`src/rtl/typedefs_pkg.sv`:
```
// Shared types, flash patterns and sizing helpers for the LED sequencer.
package typedefs_pkg;

  // Raw state encoding width shared by sequencer-style blocks.
  typedef logic [2:0] state_t;

  typedef enum logic [2:0] {
    StIdle,
    StShowOn,
    StShowGap,
    StFlashOn,
    StFlashOff
  } led_seq_state_t;

  // Flash patterns; users slice off the low DATA_WIDTH bits (LSB = bit 0).
  localparam logic [31:0] LED_ALL_ON   = 32'hFFFF_FFFF;
  localparam logic [31:0] LED_DEFEAT_A = 32'hAAAA_AAAA;  // ...1010, odd blinks
  localparam logic [31:0] LED_DEFEAT_B = 32'h5555_5555;  // ...0101, even blinks

  function automatic int unsigned max3(int unsigned a, int unsigned b, int unsigned c);
    int unsigned m;
    m = (a > b) ? a : b;
    return (m > c) ? m : c;
  endfunction

endpackage

```
`src/rtl/led_sequencer_if.sv`:
```
// Request/status bundle between the game controller and the LED sequencer.
interface led_sequencer_if #(
  parameter int unsigned DATA_WIDTH = 4
);
  logic                  show_req;
  logic [DATA_WIDTH-1:0] show_item;
  logic                  speed;
  logic                  flash_req;
  logic                  flash_win;
  logic [DATA_WIDTH-1:0] leds;
  logic                  busy;
  logic                  show_done;
  logic                  flash_done;

  modport master (
    output show_req, show_item, speed, flash_req, flash_win,
    input  leds, busy, show_done, flash_done
  );

  modport slave (
    input  show_req, show_item, speed, flash_req, flash_win,
    output leds, busy, show_done, flash_done
  );
endinterface

```
`src/rtl/tick_timer.sv`:
```
// Loadable down-counter; expire_o marks the last cycle of a loaded duration.
module tick_timer #(
  parameter int unsigned Width = 4
) (
  input  logic             clk_i,
  input  logic             rst_i,
  input  logic             load_i,
  input  logic [Width-1:0] load_val_i,
  output logic             expire_o
);
  logic [Width-1:0] count_q, count_d;

  // Load wins over decrement; counter parks at zero when idle.
  always_comb begin
    count_d = count_q;
    if (load_i) begin
      count_d = load_val_i;
    end else if (count_q != '0) begin
      count_d = count_q - 1'b1;
    end
  end

  // Count register with synchronous reset.
  always_ff @(posedge clk_i) begin
    if (rst_i) begin
      count_q <= '0;
    end else begin
      count_q <= count_d;
    end
  end

  // A duration of N spans N cycles, the last one seeing count_q == 1.
  assign expire_o = (count_q == Width'(1));
endmodule

```
`src/rtl/led_sequencer.sv`:
```
// Drives the colour LEDs: timed item display and end-of-game flashes.
module led_sequencer
  import typedefs_pkg::*;
#(
  parameter int unsigned DATA_WIDTH = 4,
  parameter int unsigned SLOW_TICKS = 8,
  parameter int unsigned FAST_TICKS = 4,
  parameter int unsigned GAP_TICKS  = 2,
  parameter int unsigned BLINKS     = 3
) (
  input logic            clk,
  input logic            rst,
  led_sequencer_if.slave bus
);
  localparam int unsigned TickW  = $clog2(max3(SLOW_TICKS, FAST_TICKS, GAP_TICKS) + 1);
  localparam int unsigned BlinkW = $clog2(BLINKS + 1);

  if (DATA_WIDTH == 0 || SLOW_TICKS == 0 || FAST_TICKS == 0 || GAP_TICKS == 0 ||
      BLINKS == 0 || DATA_WIDTH > 32) begin : g_bad_param
    $error("led_sequencer: parameters must be nonzero and DATA_WIDTH <= 32");
  end

  led_seq_state_t        state_q, state_d;
  logic [DATA_WIDTH-1:0] item_q, item_d;
  logic [DATA_WIDTH-1:0] leds_q, leds_d;
  logic [BlinkW-1:0]     blink_q, blink_d;
  logic                  win_q, win_d;
  logic                  show_done_q, show_done_d;
  logic                  flash_done_q, flash_done_d;
  logic                  load;
  logic [TickW-1:0]      load_val;
  logic                  expire;

  tick_timer #(
    .Width (TickW)
  ) u_tick_timer (
    .clk_i      (clk),
    .rst_i      (rst),
    .load_i     (load),
    .load_val_i (load_val),
    .expire_o   (expire)
  );

  // Next state, latches, timer loads, done pulses and next LED value.
  always_comb begin
    state_d      = state_q;
    item_d       = item_q;
    win_d        = win_q;
    blink_d      = blink_q;
    load         = 1'b0;
    load_val     = '0;
    show_done_d  = 1'b0;
    flash_done_d = 1'b0;

    unique case (state_q)
      StIdle, StShowOn, StShowGap: begin
        if (bus.flash_req) begin
          // Flash beats a show, both from idle and mid-show (show aborts silently).
          state_d  = StFlashOn;
          win_d    = bus.flash_win;
          blink_d  = BlinkW'(1);
          load     = 1'b1;
          load_val = TickW'(FAST_TICKS);
        end else if (state_q == StIdle) begin
          if (bus.show_req) begin
            // Speed is consumed here via the load, so later changes cannot matter.
            state_d  = StShowOn;
            item_d   = bus.show_item;
            load     = 1'b1;
            load_val = bus.speed ? TickW'(FAST_TICKS) : TickW'(SLOW_TICKS);
          end
        end else if (expire) begin
          if (state_q == StShowOn) begin
            state_d  = StShowGap;
            load     = 1'b1;
            load_val = TickW'(GAP_TICKS);
          end else begin
            state_d     = StIdle;
            show_done_d = 1'b1;
          end
        end
      end
      StFlashOn: begin
        if (expire) begin
          state_d  = StFlashOff;
          load     = 1'b1;
          load_val = TickW'(FAST_TICKS);
        end
      end
      StFlashOff: begin
        if (expire) begin
          if (blink_q == BlinkW'(BLINKS)) begin
            state_d      = StIdle;
            flash_done_d = 1'b1;
          end else begin
            state_d  = StFlashOn;
            blink_d  = blink_q + 1'b1;
            load     = 1'b1;
            load_val = TickW'(FAST_TICKS);
          end
        end
      end
      default: state_d = StIdle;
    endcase

    // LEDs are registered, so derive them from the state being entered.
    leds_d = '0;
    if (state_d == StShowOn) begin
      leds_d = item_d;
    end else if (state_d == StFlashOn) begin
      if (win_d) begin
        leds_d = LED_ALL_ON[DATA_WIDTH-1:0];
      end else if (blink_d[0]) begin
        leds_d = LED_DEFEAT_A[DATA_WIDTH-1:0];
      end else begin
        leds_d = LED_DEFEAT_B[DATA_WIDTH-1:0];
      end
    end
  end

  // State and output registers with synchronous reset.
  always_ff @(posedge clk) begin
    if (rst) begin
      state_q      <= StIdle;
      item_q       <= '0;
      win_q        <= 1'b0;
      blink_q      <= '0;
      leds_q       <= '0;
      show_done_q  <= 1'b0;
      flash_done_q <= 1'b0;
    end else begin
      state_q      <= state_d;
      item_q       <= item_d;
      win_q        <= win_d;
      blink_q      <= blink_d;
      leds_q       <= leds_d;
      show_done_q  <= show_done_d;
      flash_done_q <= flash_done_d;
    end
  end

  assign bus.leds       = leds_q;
  assign bus.busy       = (state_q != StIdle);
  assign bus.show_done  = show_done_q;
  assign bus.flash_done = flash_done_q;
endmodule
```
`src/flat_wrapper.sv`:
```
// flat-port wrapper written by rule: the top's interface ports become plain ports
module led_sequencer_flat import typedefs_pkg::*;
#(
  parameter int unsigned DATA_WIDTH = 4,
  parameter int unsigned SLOW_TICKS = 8,
  parameter int unsigned FAST_TICKS = 4,
  parameter int unsigned GAP_TICKS  = 2,
  parameter int unsigned BLINKS     = 3
)
  (clk, rst, bus_show_req, bus_show_item, bus_speed, bus_flash_req, bus_flash_win, bus_leds, bus_busy, bus_show_done, bus_flash_done);
  led_sequencer_if #(.DATA_WIDTH(DATA_WIDTH)) bus_i ();
  input logic clk;
  input logic rst;
  input wire logic [$bits(bus_i.show_req)-1:0] bus_show_req;
  input wire logic [$bits(bus_i.show_item)-1:0] bus_show_item;
  input wire logic [$bits(bus_i.speed)-1:0] bus_speed;
  input wire logic [$bits(bus_i.flash_req)-1:0] bus_flash_req;
  input wire logic [$bits(bus_i.flash_win)-1:0] bus_flash_win;
  output wire logic [$bits(bus_i.leds)-1:0] bus_leds;
  output wire logic [$bits(bus_i.busy)-1:0] bus_busy;
  output wire logic [$bits(bus_i.show_done)-1:0] bus_show_done;
  output wire logic [$bits(bus_i.flash_done)-1:0] bus_flash_done;
  assign bus_i.show_req = bus_show_req;
  assign bus_i.show_item = bus_show_item;
  assign bus_i.speed = bus_speed;
  assign bus_i.flash_req = bus_flash_req;
  assign bus_i.flash_win = bus_flash_win;
  assign bus_leds = bus_i.leds;
  assign bus_busy = bus_i.busy;
  assign bus_show_done = bus_i.show_done;
  assign bus_flash_done = bus_i.flash_done;
  led_sequencer #(.DATA_WIDTH(DATA_WIDTH), .SLOW_TICKS(SLOW_TICKS), .FAST_TICKS(FAST_TICKS), .GAP_TICKS(GAP_TICKS), .BLINKS(BLINKS)) u_core (.clk(clk), .rst(rst), .bus(bus_i));
endmodule
```
`config.mk`:
```
export PLATFORM = sky130hd
export DESIGN_NAME = led_sequencer_flat
export DESIGN_NICKNAME = d
export VERILOG_FILES = /design/src/rtl/typedefs_pkg.sv /design/src/rtl/led_sequencer_if.sv /design/src/rtl/tick_timer.sv /design/src/rtl/led_sequencer.sv /design/src/flat_wrapper.sv
export SDC_FILE = /design/constraint.sdc
export NUM_CORES = 1
export LEC_CHECK = 0
export CORE_AREA = 4 4 70 72
export CTS_CLUSTER_SIZE = 16
export DETAILED_ROUTE_END_ITERATION = 7
export DIE_AREA = 0 0 74 76
export SYNTH_ARGS = -nofsm -noshare
export SYNTH_HDL_FRONTEND = slang
export SYNTH_HIERARCHICAL = 1
export SYNTH_SLANG_ARGS = --single-unit
```
`constraint.sdc`:
```
create_clock -name clk -period 2.45 [get_ports clk]
set_input_delay 0.245 -clock clk [delete_from_list [all_inputs] [get_ports clk]]
set_output_delay 0.245 -clock clk [all_outputs]
set_load 0.05 [all_outputs]
```
==> results.yml <==
sta:
  setup_tns_ps: 0
  slew_violations: 0
  post-route-period-util: 0.904
  relSlewSlack: 0.541
  fin_skew_ps: 1.81
  rsz0062_at_grt: "false"
  clock.fmax_mhz: 451
  hold_viol: 0
  worstMarginPinSlew_ps: 682
  setup_viol: 0
  finalCriticalPeriod_ps: 2210
clocking:
  clkSlewWorstSetupHoldPaths_ps: 80
  post_cts_buffers: 0
  hold_buffers: 0
  cts.sinks: 20
  cts_buffers: 3
  htreeDepth: 1
  cts_tree: "yes"
  root_buffer: "clkbuf_8"
  clk_latency_ps: 260
  clockBufferDepth: 2
critical_path:
  crit_start: "u_core/u_tick_timer/count_q[1]"
  arrival_ps: 2410
  worstPathRequired_ps: 2640
  rrSetupSlack_ps: 240
  r2r-start: "u_core/u_tick_timer/count_q[1]"
  cp_max_fo: 7
  critPathKind: "reg -> reg"
  worstSetupStartpointType: "flip-flop"
  crit_path_end_kind: "flip-flop"
synthesis:
  yosysTopAreaCell: "dfxtp_1"
  synth_flop_cell: "dfxtp_1"
  synth-edff-count: 0
  ys_seq_area_frac: 0.332
  synth_warnings: 6
  synth_top_area_frac: 0.332
  synth_seq_cells: 20
  netlist_area_sq_um: 1200
  avgSynthCellArea_sq_um: 8.79
  synth.distinct_cells: 44
  ys_async_sr_fraction: 0
  syn_nets: 152
  synthTopCellsByArea: "dfxtp_1 (33%), ha_1 (5.2%), a21oi_1 (4.2%), nand2_1 (3.1%), nand2b_1 (3.1%)"
  syn-instance-count: 137
die:
  initial_core_util: 0.281
  die_w_um: 74
  die-area_sq_um: 5620
  ioPinCount: 17
  rows: 24
  core_sq_um: 4290
  dieHeight_um: 76
placed_design:
  gp_congestion: 0.792
  io_buffer_count: 16
  place_hpwl_mm: 2.06
global_route:
  grt_pass1_wl_mm: 4.65
  grt_max_degree: 14
  grt_util_all_layers: 0.104
  gr-total-overflow: 0
  antenna_found_initial: 0
  grt_pass1_vias: 1024
routing:
  viasPerCell: 5.00
  drt_wl_total_mm: 2.72
  detail_route.first_pass.iterations: 4
  drc: 0
  num_vias: 1044
  avgRoutedWirePerCell_um: 13.0
  wl_met1_mm: 1.32
  final_antenna_net_count: 0
  dr_wl_met2_mm: 1.23
  topRoutingLayerUsed: "met4"
  first_iter_violations: 54
  wl_met3_um: 111
flow_run:
  drv_cap: 0
power:
  totalPowerFinal_mw: 1.04
  cellPowerDensity_nw_per_um2: 695
  p_leak_nw: 0.560
  ir_worst_vdd_v: 0.000281
final_layout:
  final_nets: 173
  drive_above_1_share: 0.121
  syn_to_final_growth_pct: 24.0
  multi_input_area_sq_um: 727
  fillers: 437
  seq_area_sq_um: 400
  antenna_cells: 0
hold_path:
  hold_path_class: "reg -> reg"
  worstHoldStart: "u_core/blink_q[1]"
status:
  run_status: "finished, final reports clean"
layout by cell type, fill, tap and decap left out, drive strengths merged, types with 3 or more instances in the layout:
master	n
dfxtp	20
clkdlybuf4s50	16
a21oi	11
nand2	10
inv	9
buf	7
nor2	6
nand2b	6
nand3	5
ha	5
clkbuf	4
a21boi	4
o21ai	4
nor3	3
and3	3
o21a	3
o221ai	3
a211oi	3
flip-flops by register name, summed over array words and instances (netlist names):
register	cells
u_core/bus.leds	4
u_core/item_q	4
u_core/u_tick_timer/count_q	4
u_core/state_q	3
u_core/blink_q	2
u_core/bus.flash_done	1
u_core/bus.show_done	1
u_core/win_q	1
cells in the mapped netlist (3+ instances only):
cell / count
nand3_1: 5
buf_6: 3
buf_2: 3
dfxtp_1: 20
a21boi_0: 4
a21oi_1: 10
o21a_1: 3
ha_1: 5
nor2_1: 6
inv_1: 9
nor3_1: 3
nand2b_1: 6
and3_1: 3
o21ai_1: 4
o221ai_1: 3
a211oi_1: 3
nand2_1: 10
area by class of cell:
| cell class | instances | area share |
|---|---|---|
| Multi-Input combinational cell | 101 | 0.487 |
| Clock buffer | 4 | 0.0369 |
| Sequential cell | 20 | 0.268 |
| Inverter | 9 | 0.0226 |
| Tap cell | 52 | 0.0436 |
| Timing Repair Buffer | 23 | 0.142 |
worst max-delay path, stage by stage, from the launching register on:
cell	delay (ps)
dfxtp_1	350
inv_1	90
ha_1	180
nor3b_1	150
nor4bb_1	150
o21bai_1	200
a21boi_1	250
o31ai_1	200
or3_1	420
a21oi_1	150
where the power goes:
part           internal (mW)  total, mW  switching, mW  leakage, nW
combinational          0.166      0.383          0.217        0.367
sequential             0.361      0.396         0.0351        0.164
clock                  0.143      0.260          0.116       0.0288
total                  0.670       1.04          0.368        0.560
kinds of logic after synthesis:
group / share of synthesized area
flops: 0.332
simple gates: 0.242
compound gates: 0.259
buf+inv: 0.0716
xor+xnor: 0.0145
fa+ha+maj: 0.0519
mux: 0.0260
other cells: 0.00311
stage by stage:
step	utilization	hold slack (ps)	setup WS, ps	instance area (sq um)	instances
floorplan	-	307	314	1200	137
global placement	0.333	482	160	1430	205
detailed placement	0.333	494	144	1430	205
CTS	0.346	505	126	1490	209
global route	0.348	540	33.8	1490	209
finish	0.348	505	235	1490	209
path summary, 6_finish.rpt:
path	to	cells past startpoint
min reg2reg	u_core/blink_q[1]	2
min	u_core/blink_q[1]	2
max	u_core/u_tick_timer/count_q[2]	9
max reg2reg	u_core/u_tick_timer/count_q[2]	9
layer usage:
| layer | up-vias | track usage |
|---|---|---|
| met5 | - | 0 |
| li1 | 544 | - |
| met4 | 0 | 0.0435 |
| met1 | 477 | 0.141 |
| met3 | 5 | 0.0237 |
| met2 | 18 | 0.156 |
repair_timing:
action                     CTS  global route
hold endpoints to repair     0             0
gates resized for setup      0             3
setup endpoints to repair    0             2
Note: power is estimated with default switching activity, not from simulation.
